===== src/rtl/seq_add_pkg.sv =====
// rtl/seq_add_pkg.sv - shared types and constants for the nibble-serial adder controller
package seq_add_pkg;

  // Width of the reused adder slice; the operand is walked one slice per RUN cycle.
  localparam int SLICE_W = 4;

  typedef enum logic [1:0] {
    IDLE = 2'd0,
    RUN  = 2'd1,
    DONE = 2'd2
  } state_t;

endpackage


===== src/rtl/seq_add_ctrl_if.sv =====
// rtl/seq_add_ctrl_if.sv - request/response handshake bundle for seq_add_ctrl
interface seq_add_ctrl_if #(
  parameter int WIDTH = 32
) ();

  logic             in_valid;
  logic             in_ready;
  logic [WIDTH-1:0] a;
  logic [WIDTH-1:0] b;
  logic             cin;
  logic             out_valid;
  logic             out_ready;
  logic [WIDTH-1:0] sum;
  logic             cout;
  logic             ovf;

  // Requester / consumer side.
  modport master (
    output in_valid, a, b, cin, out_ready,
    input  in_ready, out_valid, sum, cout, ovf
  );

  // Controller side.
  modport slave (
    input  in_valid, a, b, cin, out_ready,
    output in_ready, out_valid, sum, cout, ovf
  );

endinterface


===== src/rtl/CSA4.sv =====
// rtl/CSA4.sv - 4-bit carry-select adder used as the combinational slice
module CSA4 (
  input  logic [3:0] a,
  input  logic [3:0] b,
  input  logic       cin,
  output logic [3:0] sum,
  output logic       cout
);

  // Low pair ripples from cin; high pair is precomputed for both carries and selected.
  logic [2:0] lo;
  logic [2:0] hi0;
  logic [2:0] hi1;

  assign lo  = {1'b0, a[1:0]} + {1'b0, b[1:0]} + {2'b00, cin};
  assign hi0 = {1'b0, a[3:2]} + {1'b0, b[3:2]};
  assign hi1 = {1'b0, a[3:2]} + {1'b0, b[3:2]} + 3'd1;

  assign sum  = {(lo[2] ? hi1[1:0] : hi0[1:0]), lo[1:0]};
  assign cout = lo[2] ? hi1[2] : hi0[2];

endmodule


===== src/rtl/seq_add_ctrl.sv =====
// rtl/seq_add_ctrl.sv - WIDTH-bit adder built by iterating one 4-bit slice, LS nibble first
module seq_add_ctrl
  import seq_add_pkg::*;
#(
  parameter int WIDTH = 32
) (
  input logic           clk,
  input logic           rst_n,
  seq_add_ctrl_if.slave bus
);

  localparam int NSLICE = WIDTH / SLICE_W;
  localparam int KW     = (NSLICE > 1) ? $clog2(NSLICE) : 1;
  localparam logic [KW-1:0] K_LAST = KW'(NSLICE - 1);

  state_t state;
  state_t state_next;

  logic [WIDTH-1:0] a_q;
  logic [WIDTH-1:0] b_q;
  logic [WIDTH-1:0] sum_q;
  logic [KW-1:0]    k;
  logic             carry;
  logic             cout_q;
  logic             ovf_q;

  logic             accept;
  logic             last;
  logic             in_ready_c;
  logic             out_valid_c;

  logic [KW+1:0]      base;
  logic [SLICE_W-1:0] slice_a;
  logic [SLICE_W-1:0] slice_b;
  logic [SLICE_W-1:0] slice_sum;
  logic               slice_cout;

  // Bit offset of the nibble being processed this cycle (k * 4).
  assign base    = {k, 2'b00};
  assign slice_a = a_q[base +: SLICE_W];
  assign slice_b = b_q[base +: SLICE_W];
  assign last    = (k == K_LAST);

  CSA4 u_slice (
    .a    (slice_a),
    .b    (slice_b),
    .cin  (carry),
    .sum  (slice_sum),
    .cout (slice_cout)
  );

  // State register.
  always_ff @(posedge clk) begin
    if (!rst_n) begin
      state <= IDLE;
    end else begin
      state <= state_next;
    end
  end

  // Next-state and handshake decode; ready only in IDLE, valid only in DONE.
  always_comb begin
    state_next  = state;
    in_ready_c  = 1'b0;
    out_valid_c = 1'b0;
    accept      = 1'b0;
    case (state)
      IDLE: begin
        in_ready_c = 1'b1;
        if (bus.in_valid) begin
          accept     = 1'b1;
          state_next = RUN;
        end
      end
      RUN: begin
        if (last) begin
          state_next = DONE;
        end
      end
      DONE: begin
        out_valid_c = 1'b1;
        if (bus.out_ready) begin
          state_next = IDLE;
        end
      end
      default: begin
        state_next = IDLE;
      end
    endcase
  end

  // Operand capture and per-nibble accumulation; flags are latched on the final slice.
  always_ff @(posedge clk) begin
    if (!rst_n) begin
      a_q    <= '0;
      b_q    <= '0;
      sum_q  <= '0;
      k      <= '0;
      carry  <= 1'b0;
      cout_q <= 1'b0;
      ovf_q  <= 1'b0;
    end else if (accept) begin
      a_q   <= bus.a;
      b_q   <= bus.b;
      carry <= bus.cin;
      k     <= '0;
    end else if (state == RUN) begin
      sum_q[base +: SLICE_W] <= slice_sum;
      carry                  <= slice_cout;
      if (last) begin
        k      <= '0;
        cout_q <= slice_cout;
        // Carry into the MSB is recovered as a^b^sum at that bit, then XORed with cout.
        ovf_q  <= slice_a[SLICE_W-1] ^ slice_b[SLICE_W-1] ^ slice_sum[SLICE_W-1] ^ slice_cout;
      end else begin
        k <= k + KW'(1);
      end
    end
  end

  assign bus.in_ready  = in_ready_c;
  assign bus.out_valid = out_valid_c;
  assign bus.sum       = sum_q;
  assign bus.cout      = cout_q;
  assign bus.ovf       = ovf_q;

endmodule


===== src/flat_wrapper.sv =====
// flat-port wrapper written by rule: the top's interface ports become plain ports
module seq_add_ctrl_flat import seq_add_pkg::*;
#(
  parameter int WIDTH = 32
)
  (clk, rst_n, bus_in_valid, bus_a, bus_b, bus_cin, bus_out_ready, bus_in_ready, bus_out_valid, bus_sum, bus_cout, bus_ovf);
  seq_add_ctrl_if #(.WIDTH(WIDTH)) bus_i ();
  input logic clk;
  input logic rst_n;
  input wire logic [$bits(bus_i.in_valid)-1:0] bus_in_valid;
  input wire logic [$bits(bus_i.a)-1:0] bus_a;
  input wire logic [$bits(bus_i.b)-1:0] bus_b;
  input wire logic [$bits(bus_i.cin)-1:0] bus_cin;
  input wire logic [$bits(bus_i.out_ready)-1:0] bus_out_ready;
  output wire logic [$bits(bus_i.in_ready)-1:0] bus_in_ready;
  output wire logic [$bits(bus_i.out_valid)-1:0] bus_out_valid;
  output wire logic [$bits(bus_i.sum)-1:0] bus_sum;
  output wire logic [$bits(bus_i.cout)-1:0] bus_cout;
  output wire logic [$bits(bus_i.ovf)-1:0] bus_ovf;
  assign bus_i.in_valid = bus_in_valid;
  assign bus_i.a = bus_a;
  assign bus_i.b = bus_b;
  assign bus_i.cin = bus_cin;
  assign bus_i.out_ready = bus_out_ready;
  assign bus_in_ready = bus_i.in_ready;
  assign bus_out_valid = bus_i.out_valid;
  assign bus_sum = bus_i.sum;
  assign bus_cout = bus_i.cout;
  assign bus_ovf = bus_i.ovf;
  seq_add_ctrl #(.WIDTH(WIDTH)) u_core (.clk(clk), .rst_n(rst_n), .bus(bus_i));
endmodule

===== config.mk =====
export PLATFORM = sky130hd
export DESIGN_NAME = seq_add_ctrl_flat
export DESIGN_NICKNAME = d
export VERILOG_FILES = /design/src/rtl/seq_add_pkg.sv /design/src/rtl/seq_add_ctrl_if.sv /design/src/rtl/CSA4.sv /design/src/rtl/seq_add_ctrl.sv /design/src/flat_wrapper.sv
export SDC_FILE = /design/constraint.sdc
export NUM_CORES = 1
export LEC_CHECK = 0
export ABC_AREA = 0
export CAP_MARGIN = 0
export CORE_MARGIN = 4
export CORE_UTILIZATION = 53
export CTS_BUF_LIST = sky130_fd_sc_hd__clkbuf_8
export DETAILED_ROUTE_END_ITERATION = 6
export MAX_ROUTING_LAYER = met4
export PLACE_DENSITY = 0.83
export SYNTH_ARGS = -nofsm -noshare
export SYNTH_HDL_FRONTEND = slang
export SYNTH_SLANG_ARGS = --single-unit

===== constraint.sdc =====
create_clock -name clk -period 5.9 [get_ports clk]
set_input_delay 0.59 -clock clk [delete_from_list [all_inputs] [get_ports clk]]
set_output_delay 0.59 -clock clk [all_outputs]
set_load 0.005 [all_outputs]

==> qor.txt, run 1 <==
Final HPWL DP = 7.52 mm
Synth top area share = 44.6%
CP max stage delay = 0.62 ns
unrepaired setup endpoints after global routing = no
synthesized cell area = 4670 um2
Bufs on Longest Clock Path = 2
# DRC = 0
Area contributors post-synth = dfxtp_1, nand2_1, a21boi_0
post-route minimum period = 3.52 ns
Final #Nets = 683
H-Tree Level Count = 3
Compound-Gate Fraction of Synth Area = 12.1%
Max VDD drop = 0.000127 V
vias per inst = 5.17
top-level I/O count = 105
switch share = 24.0%
ys flop type = dfxtp_1
Sequential Power Share = 54.7%
die area = 10400 um2
post-synthesis sequential area ratio = 44.6%
Switch Pwr = 328 uW
commonest cells in the netlist = nand2_1, dfxtp_1, a21boi_0
CP Max Fanout = 15
Post-synth EDFFs = 0
Clk pwr share = 32.0%
reg2reg path depth = 11
routed via count = 3668
post-route setup TNS = 0 ns
share of layout cells above drive strength 1 = 6.62%
fmax = 284 MHz
largest family of logic cells by synthesized area = simple AND/OR/NAND/NOR gates
Pwr Total = 1370 uW
clk_lat worst skew = 0.36 ns
WP buf/inv = 1
flop-to-flop setup slack = 2.38 ns
WL/cell = 14.8 um
Pleak = 0.00235 uW
fillers = 659
Mapped Cells = 512
CP delay by family, top = adder cells
first-pass GRT wire length = 16.7 mm
Power Density = 231 nW/um2
ys async rst share = 0%
number of DRC markers in iteration 0 = 99
run status = complete, no violations
CP max-delay cell = dfxtp_1
drt total wl = 10.5 mm
antenna violations before repair = 0
HP Class = flop to flop
hold path cells = 2
routability congestion estimate = 0.825
Rows = 33
Clock Pin Slew Worst Setup and Hold Paths = 0.09 ns
final worst slack = 2.38 ns
Internal = 1040 uW
CP Depth = 11
Met3 Wirelength = 464 um
Yosys cell types = 35
clk_skew = 0.00871 ns
PortBufs = 104
Final setup viols = 0
final hold violation count = 0
CORE AREA = 8380 um2
Starting Density = 55.7%
post-cts resize count = 0
Syn Nets = 594
Overflow after GRT = 0
area grow syn2layout = 27.0%
Post-Synth Adder-Cell Area = 3.96%
Num CTS Buffers = 9
Worst Setup Start Kind = flop
Slew @ Worst Pin = 1.16 ns
final worst-path cycle share = 59.6%
CTS root buffer = clkbuf_8
area leader, netlist = dfxtp_1
Mean Syn Cell Area = 9.12 um2
Max Used Layer = met4
top-count cell post-synth = nand2_1
GRT Util Overall = 21.3%
wl on met1 = 4.61 mm
Synth Area in XOR/XNOR = 0.562%
antenna diode count = 0
largest net degree at the start of global routing = 107
Slew Limit Fails = 0
CP Class = flop to flop
Max transition margin = 22.6%
Post-CTS Hold Fix Bufs = 0
required time worst endpoint = 6.18 ns
Synth Area in Simple Gates = 20.9%
#FFs+latches synth = 104
# Post-CTS Setup Buffers = 0
crit end category = flop
worst path arrival time = 3.80 ns
yosys warns = 0
CTS tree = built
crit path cell chain = buf_4, mux4_2, nand2_1, nand2_1, ha_1, fa_1, ha_1, mux2_2, xor2_1, nand4_1, o221ai_1
Place WS = 2.37 ns
Max Cap Violations = 0
met2 routed WL = 5.23 mm
number of global-route vias before repair = 3637
clk sink count = 104
logic gate share of total power = 13.3%
die height = 102 um
remaining antenna violation count = 0
Die X = 102 um
DRT Pass-1 Iters = 4
post-synthesis mux area share = 14.8%
==> per-layer routing <==
| layer | global-route usage, % | up-vias |
|---|---|---|
| met4 | 7.67 | 0 |
| met5 | - | - |
| met2 | 36.6 | 89 |
| met1 | 24.9 | 1689 |
| met3 | 4.03 | 13 |
| li1 | - | 1877 |
==> cell type report <==
class	count	area [um2]	share of cell area, %
clock buffers	11	151	2.55
clock inverters	3	42.5	0.717
inverters	5	18.8	0.316
multi-input cells	374	2450	41.3
flip-flops and latches	104	2080	35.1
well taps	105	131	2.21
repair buffers	107	1060	17.8
==> per-stage QoR <==
step	cell area, um2	utilization [%]	hold slack [ns]	cells
2_1_floorplan	4670	-	0.440	512
3_3_place_gp	5740	68.5	0.448	695
3_5_place_dp	5740	68.5	0.453	695
4_1_cts	5940	70.8	0.468	709
5_1_grt	5940	70.8	0.493	709
6_report	5940	70.8	0.463	709
==> kinds of logic after synthesis <==
group | count (synthesis)
AND/OR/NAND/NOR | 234
adder cells (fa/ha/maj) | 13
buffers and inverters | 34
flip-flops | 104
multiplexers | 49
AO/OA/AOI/OAI | 75
XOR/XNOR | 3
==> worst min-delay path: cells and delay by family, from the launching register on <==
kind,cells,cell delay [ns]
and+or+nand+nor,1,0.05
DFF,1,0.32
muxes,1,0.05
==> flip-flops by register name, indices dropped and copies added, names as in the netlist <==
register,flops
u_core.a_q,32
u_core.b_q,32
u_core.bus.sum,32
u_core.k,3
u_core.state,2
u_core.bus.cout,1
u_core.bus.ovf,1
u_core.carry,1
==> layout by cell type, fill, tap and decap left out, types with 2 or more instances in the layout <==
cell               n
clkdlybuf4s50_1  103
clkbuf_8          11
inv_1              4
mux2i_1           32
nor3b_1            2
nand2b_1           5
fa_1               3
nor2b_1            9
nor3_1             3
a21oi_1            3
ha_1              10
o211a_1            2
mux4_2            16
dfxtp_1          104
nand3b_1           2
nor2_1            10
nand3_1            2
nand2_1          192
o21a_1             3
a21boi_0          64
buf_4              3
xnor2_1            2
and3_1             2
==> power by group through the flow <==
stage	clock network, uW	registers (uW)	logic, uW
5_1_grt	471	752	201
3_3_place_gp	0	764	178
2_1_floorplan	0	757	108
3_5_place_dp	0	765	182
4_1_cts	447	749	183
6_report	438	749	182
==> final timing paths <==
check	start	end
worst max-delay path	u_core.k[0]	u_core.bus.ovf
worst min-delay path	u_core.bus.sum[5]	u_core.bus.sum[5]
worst max register to register	u_core.k[0]	u_core.bus.ovf
worst min register to register	u_core.bus.sum[5]	u_core.bus.sum[5]
Note: power is estimated with default switching activity, not from simulation.
==> inputs of run 2 (changes only) <==
CORE_UTILIZATION = 52   (was 53)
PLACE_DENSITY = 0.81   (was 0.83)
clock period = 3.6 ns   (was 5.9 ns; I/O delays follow)
==> run 2 against run 1 <==
- cell count rose by 1.6%
- combinational power rose by 68%
- largest cell class unchanged
- critical path type unchanged
- power rose by 70%
==> qor.txt, run 2 (synthesis results as in run 1) <==
run status = complete, no violations
# Post-CTS Setup Buffers = 0
area grow syn2layout = 28.7%
worst path arrival time = 3.39 ns
Worst Setup Start Kind = flop
reg2reg path depth = 11
antenna diode count = 0
Clk pwr share = 34.3%
Final setup viols = 0
Pleak = 0.00240 uW
Num CTS Buffers = 9
CP Class = flop to flop
clk_skew = 0.00709 ns
Bufs on Longest Clock Path = 2
antenna violations before repair = 0
WL/cell = 15.0 um
r2r endpoint = u_core.bus.ovf
vias per inst = 5.24
CP Max Fanout = 18
logic gate share of total power = 13.1%
Post-CTS Hold Fix Bufs = 0
Max Cap Violations = 0
RR Startpoint = u_core.k[0]
Die X = 103 um
fillers = 676
multi-input logic area = 2450 um2
routability congestion estimate = 0.828
number of global-route vias before repair = 3749
Clock Pin Slew Worst Setup and Hold Paths = 0.10 ns
Overflow after GRT = 0
die area = 10600 um2
most common cell after layout, fill and taps aside = nand2_1
flop-to-flop setup slack = 0.46 ns
number of DRC markers in iteration 0 = 174
DRT Pass-1 Iters = 6
share of layout cells above drive strength 1 = 7.84%
Final #Nets = 689
PortBufs = 104
register area = 2080 um2
remaining antenna violation count = 0
Slew @ Worst Pin = 0.774 ns
final worst-path cycle share = 87.3%
Max transition margin = 48.4%
switch share = 24.2%
Power Density = 388 nW/um2
post-route minimum period = 3.14 ns
final hold violation count = 0
Sequential Power Share = 52.5%
largest net degree at the start of global routing = 56
post-cts resize count = 0
HP Start = u_core.bus.sum[21]
CTS tree = built
H-Tree Level Count = 3
HP Class = flop to flop
# DRC = 0
final core occ = 68.9%
CTS root buffer = clkbuf_8
routed via count = 3775
post-route setup TNS = 0 ns
Starting Density = 53.6%
drt total wl = 10.8 mm
Max VDD drop = 0.000213 V
unrepaired setup endpoints after global routing = no
crit end category = flop
clk sink count = 104
WHS Endpoint = u_core.bus.sum[21]
GRT Util Overall = 22.0%
top-level I/O count = 105
clk_lat worst skew = 0.37 ns
fmax = 318 MHz
commonest cells after routing, fill and taps aside = nand2_1, dfxtp_1, clkdlybuf4s50_1, a21boi_0, mux2i_1
Internal = 1770 uW
Slew Limit Fails = 0
Final HPWL DP = 8.08 mm
CORE AREA = 8720 um2
required time worst endpoint = 3.84 ns
die height = 103 um
Switch Pwr = 564 uW
Rows = 34
first-pass GRT wire length = 17.5 mm
hold path cells = 2
-- run 2: cell types whose count changed in the layout (fill, tap and decap cells not counted), sizes merged --
cell,before,now
buf,4,10
clkinv,1,3
bufinv,1,2
clkbuf,11,10
-- run 2: how the worst max path moves through the flow --
stage,start,to,slack (ns)
after floorplan,u_core.k[0],u_core.bus.ovf,0.45
after global placement,u_core.k[0],u_core.bus.ovf,0.57
after detailed placement,u_core.k[0],u_core.bus.ovf,0.48
after CTS,u_core.k[0],u_core.bus.ovf,0.44
after global routing,u_core.k[0],u_core.bus.ovf,0.24
final,u_core.k[0],u_core.bus.ovf,0.46
-- run 2: critical path, cell delays in order (launching register included) --
cell and delay [ns]:
dfxtp_1 0.34, buf_4 0.29, mux4_2 0.53, nand2_1 0.08, nand2_1 0.06, ha_1 0.19, fa_1 0.46, ha_1 0.32
mux2_2 0.34, xor2_1 0.17, nand4_1 0.10, o221ai_1 0.11
-- run 2: layer usage --
metal | track usage [%] | part of all wire (%) | vias to the layer above
met5 | - | 0 | -
met1 | 26.2 | 43 | 1763
met2 | 37.5 | 50 | 99
met3 | 3.38 | 5.4 | 19
met4 | 8.47 | 1.8 | 0
li1 | - | - | 1894
-- run 2: metrics by stage --
step	setup slack [ns]	total power, uW	area, um2	hold WS (ns)	instances
finish	0.457	2330	6010	0.464	720
global route	0.240	2430	6010	0.486	720
CTS	0.440	2350	6010	0.468	720
detailed placement	0.476	1560	5790	0.454	704
global placement	0.568	1550	5790	0.449	704
floorplan	0.450	1420	4670	0.440	512
-- run 2: cell type report --
type                            count  area share, %
Clock buffer                       10           2.29
Clock inverter                      6           1.37
Inverter                            5          0.312
Multi-Input combinational cell    374           40.8
Sequential cell                   104           34.6
Tap cell                          108           2.25
Timing Repair Buffer              113           18.4
-- run 2: power groups by stage --
stage / Combinational [uW] / Sequential, uW / Clock (uW)
after floorplan: 178 / 1240 / 0
after global placement: 299 / 1250 / 0
after detailed placement: 308 / 1250 / 0
after CTS: 310 / 1220 / 812
after global routing: 340 / 1230 / 858
final: 306 / 1220 / 800
==> inputs of run 3 (changes only) <==
PLACE_DENSITY = 0.93   (was 0.81)
TNS_END_PERCENT = 100   (was not set)
==> run 3 against run 2 <==
- clock-buffer cell count down 1
- worst setup slack better by 0.021 ns
- non-clock buffer count down 2
- sequential power about the same
- critical endpoint unchanged
- core utilization about the same
- wire length up 4.7%
==> qor.txt, run 3 (synthesis results as in run 1) <==
worst path arrival time = 3.35 ns
commonest cells after routing, fill and taps aside = nand2_1, dfxtp_1, clkdlybuf4s50_1, a21boi_0, mux2i_1
placed cells = 702
# Post-CTS Setup Buffers = 0
grt met1 use = 27.4%
post-route setup TNS = 0 ns
routing usage on met2 = 38.5%
Pleak = 0.00239 uW
Pwr Total = 2380 uW
Worst Setup Start Kind = flop
HP Class = flop to flop
# DRC = 0
Bufs on Longest Clock Path = 2
Top Usage Layer GRT = met2
post-cts resize count = 0
final hold violation count = 0
Power Density = 396 nW/um2
clk_lat worst skew = 0.37 ns
number of global-route vias before repair = 3898
WL/cell = 15.8 um
largest net degree at the start of global routing = 74
Clock Pin Slew Worst Setup and Hold Paths = 0.10 ns
CTS tree = built
number of DRC markers in iteration 0 = 198
Die X = 103 um
Overflow after GRT = 0
H-Tree Level Count = 3
die area = 10600 um2
Max transition margin = 25.2%
CP Class = flop to flop
drt total wl = 11.3 mm
unrepaired setup endpoints after global routing = no
DRT Pass-1 Iters = 6
Slew @ Worst Pin = 1.12 ns
Final #Nets = 687
CP Max Fanout = 13
vias per inst = 5.37
remaining antenna violation count = 0
fmax = 320 MHz
Post-CTS Hold Fix Bufs = 0
first-pass GRT wire length = 18.2 mm
Starting Density = 53.6%
CTS root buffer = clkbuf_8
die height = 103 um
area grow syn2layout = 28.6%
clk sink count = 104
final core occ = 68.9%
antenna violations before repair = 0
Rows = 34
crit end category = flop
run status = complete, no violations
CORE AREA = 8720 um2
Max VDD drop = 0.000232 V
required time worst endpoint = 3.83 ns
PortBufs = 104
top-level I/O count = 105
final worst-path cycle share = 86.7%
post-route minimum period = 3.12 ns
fillers = 637
routability congestion estimate = 0.844
Final HPWL DP = 8.32 mm
Hold Slack = 0.466 ns
share of layout cells above drive strength 1 = 7.22%
routed via count = 3848
GRT Util Overall = 22.7%
post-route insts no fill = 717
antenna diode count = 0
clk_skew = 0.00871 ns
met3 global-route usage = 4.26%
Num CTS Buffers = 9
Final setup viols = 0
Max Cap Violations = 0
Slew Limit Fails = 0
most common cell after layout, fill and taps aside = nand2_1
[run 3: worst max-delay path: stages, from the launching register on]
cell	delay [ns]
dfxtp_1	0.35
buf_4	0.25
mux4_2	0.53
nand2_1	0.08
nand2_1	0.06
ha_1	0.20
fa_1	0.46
ha_1	0.30
mux2_2	0.33
xor2_1	0.18
nand4_1	0.10
o221ai_1	0.12
[run 3: power breakdown]
group	switching [uW]	internal, uW
Clock	392	457
Combinational	148	160
Sequential	27.4	1200
[run 3: per-layer routing]
layer  part of all wire [%]  wire [um]  vias to the layer above
met5                      0          0                        -
met4                    1.8        205                        0
met3                    6.4        725                       25
met2                     51       5720                      131
met1                     41       4640                     1802
li1                       -          -                     1890
[run 3: path summary, 6_finish.rpt]
| check | depth (start not counted) | from | end | slack (ns) |
|---|---|---|---|---|
| setup reg to reg | 11 | u_core.k[0] | u_core.bus.ovf | 0.48 |
| hold reg to reg | 2 | u_core.bus.sum[20] | u_core.bus.sum[20] | 0.47 |
| setup / recovery | 11 | u_core.k[0] | u_core.bus.ovf | 0.48 |
| hold / removal | 2 | u_core.bus.sum[20] | u_core.bus.sum[20] | 0.47 |
[run 3: area by class of cell]
class                   instances  area (um2)  share of cell area (%)
repair buffers                111        1090                    18.1
clock buffers                   9         124                    2.06
multi-input cells             374        2450                    40.8
flip-flops and latches        104        2080                    34.6
inverters                       5        18.8                   0.312
clock inverters                 6         110                    1.83
well taps                     108         135                    2.25
[run 3: through the flow]
stage / setup slack [ns] / cell area, um2
after CTS: 0.477 / 6010
after detailed placement: 0.538 / 5780
final: 0.478 / 6010
after global routing: 0.355 / 6010
after global placement: 0.630 / 5780
after floorplan: 0.450 / 4670
==> RTL edit: new RTL, config.mk and constraints of run 2 <==
`WIDTH` is set to 32 in 3 places; all go to 64.
--- a/src/rtl/seq_add_ctrl_if.sv
+++ b/src/rtl/seq_add_ctrl_if.sv
@@ -1,6 +1,6 @@
 // rtl/seq_add_ctrl_if.sv - request/response handshake bundle for seq_add_ctrl
 interface seq_add_ctrl_if #(
-  parameter int WIDTH = 32
+  parameter int WIDTH = 64
 ) ();
 
   logic             in_valid;
--- a/src/rtl/seq_add_ctrl.sv
+++ b/src/rtl/seq_add_ctrl.sv
@@ -2,7 +2,7 @@
 module seq_add_ctrl
   import seq_add_pkg::*;
 #(
-  parameter int WIDTH = 32
+  parameter int WIDTH = 64
 ) (
   input logic           clk,
   input logic           rst_n,
--- a/src/flat_wrapper.sv
+++ b/src/flat_wrapper.sv
@@ -1,7 +1,7 @@
 // flat-port wrapper written by rule: the top's interface ports become plain ports
 module seq_add_ctrl_flat import seq_add_pkg::*;
 #(
-  parameter int WIDTH = 32
+  parameter int WIDTH = 64
 )
   (clk, rst_n, bus_in_valid, bus_a, bus_b, bus_cin, bus_out_ready, bus_in_ready, bus_out_valid, bus_sum, bus_cout, bus_ovf);
   seq_add_ctrl_if #(.WIDTH(WIDTH)) bus_i ();
Ports: changed (resized bus_a, bus_b and bus_sum); port bits go from 105 to 201. No check against the original RTL was run, so the function may have changed too.
==> RTL edit against run 2 <==
  * Sequential share of layout area down 0.60 points
  * Core utilization about the same
  * Count of clock-buffer cells in the layout up 28
  * Synthesized area up 94%
  * Power is 110% higher
  * Worst setup slack lost 310 ps
  * Global-route usage increased by 2.5 points
  * Clock skew up 7.4 ps
  * Die area rose by 86%
  * Sequential cell count is 97 higher
  * Final area grew 97%
  * Wire length grew 120%
  * Combinational power increased by 92%
==> RTL edit: results (changes against run 2) <==
[yosys]
synth.distinct_cells = 51  ; +46%
synth_compound_area_frac = 0.142  ; +0.0210
ys_top_cells_by_count = nand2_1, dfxtp_1, a21boi_0
yosys.area_share.xor_xnor = 0.00580  ; +0.000175
synthTopCellsByArea = dfxtp_1, nand2_1, a21boi_0, mux2i_1, mux4_2
synthAdderAreaFrac = 0.0177  ; -0.0220
synth_nets = 1115  ; +88%

[placement]
dpl_cell_area_sq_mm = 0.0112  ; +93%
dp_hpwl_um = 17400  ; +120%
dp.cells = 1344  ; +91%
place.gp.congestion = 0.886  ; +7.0%

[routing]
viasPerCell = 5.41  ; +3.2%

[pwr]
p_leak_nw = 4.44  ; +85%

[layout]
final_layout_size_suffix_gt1_frac = 0.0922  ; +0.0137
seq_share = 0.340  ; -0.00596
multi_input_cells = 695  ; +86%
clkbuf_count = 38  ; +28
multi_input_area_sq_mm = 0.00471  ; +92%
buffers = 220  ; +95%
num-nonclk-inverters = 3  ; -2

[clock_tree]
post_cts_resized = 1  ; +1
cts_buffers = 31  ; +22
path_clk_slew_ps = 60  ; -40 ps
cts-htree-levels = 1  ; -2

[worst_setup_path]
timing.rr.end = u_core.bus.sum[55]
r2r_slack_ps = 150  ; -310 ps
crit_arrival_ps = 3870  ; +480 ps
crit_fanout = 11  ; -7

[global_route]
grt_first_pass_wirelength_um = 38800  ; +120%
grt_use_total = 0.245  ; +0.0247
grt_max_degree = 86  ; +54%

[status]
outcome = finished clean

[worst_hold_path]
hp-class = in2reg
hold-path-endpoint = u_core.bus.sum[1]
min-delay-start = rst_n

==> RTL edit: changes by cell type after synthesis, sizes merged, moves of 9 or more <==
cell,delta
buf,+21
dfxtp,+97
o21ai,+9
mux2i,+32
clkbuf,+22
nand4,+9
nand2,+132
a21boi,+69
mux4,+16
==> RTL edit: metal layers <==
| metal | track usage | part of all wire | vias up |
|---|---|---|---|
| met5 | - | 0 | - |
| met4 | 0.0648 | 0.023 | 0 |
| met3 | 0.0362 | 0.064 | 45 |
| met2 | 0.409 | 0.49 | 276 |
| met1 | 0.314 | 0.42 | 3565 |
| li1 | - | - | 3676 |
==> RTL edit: stage by stage <==
step	utilization	worst slack, ps
after floorplan	-	360
after global placement	0.652	186
after detailed placement	0.652	62.5
after CTS	0.688	46.5
after global routing	0.689	27.5
final	0.689	150
==> RTL edit: report_power, final <==
group	internal [W]	switching, W
sequential	0.00232	0.0000580
combinational	0.000307	0.000279
clock	0.00102	0.000864
total	0.00365	0.00120
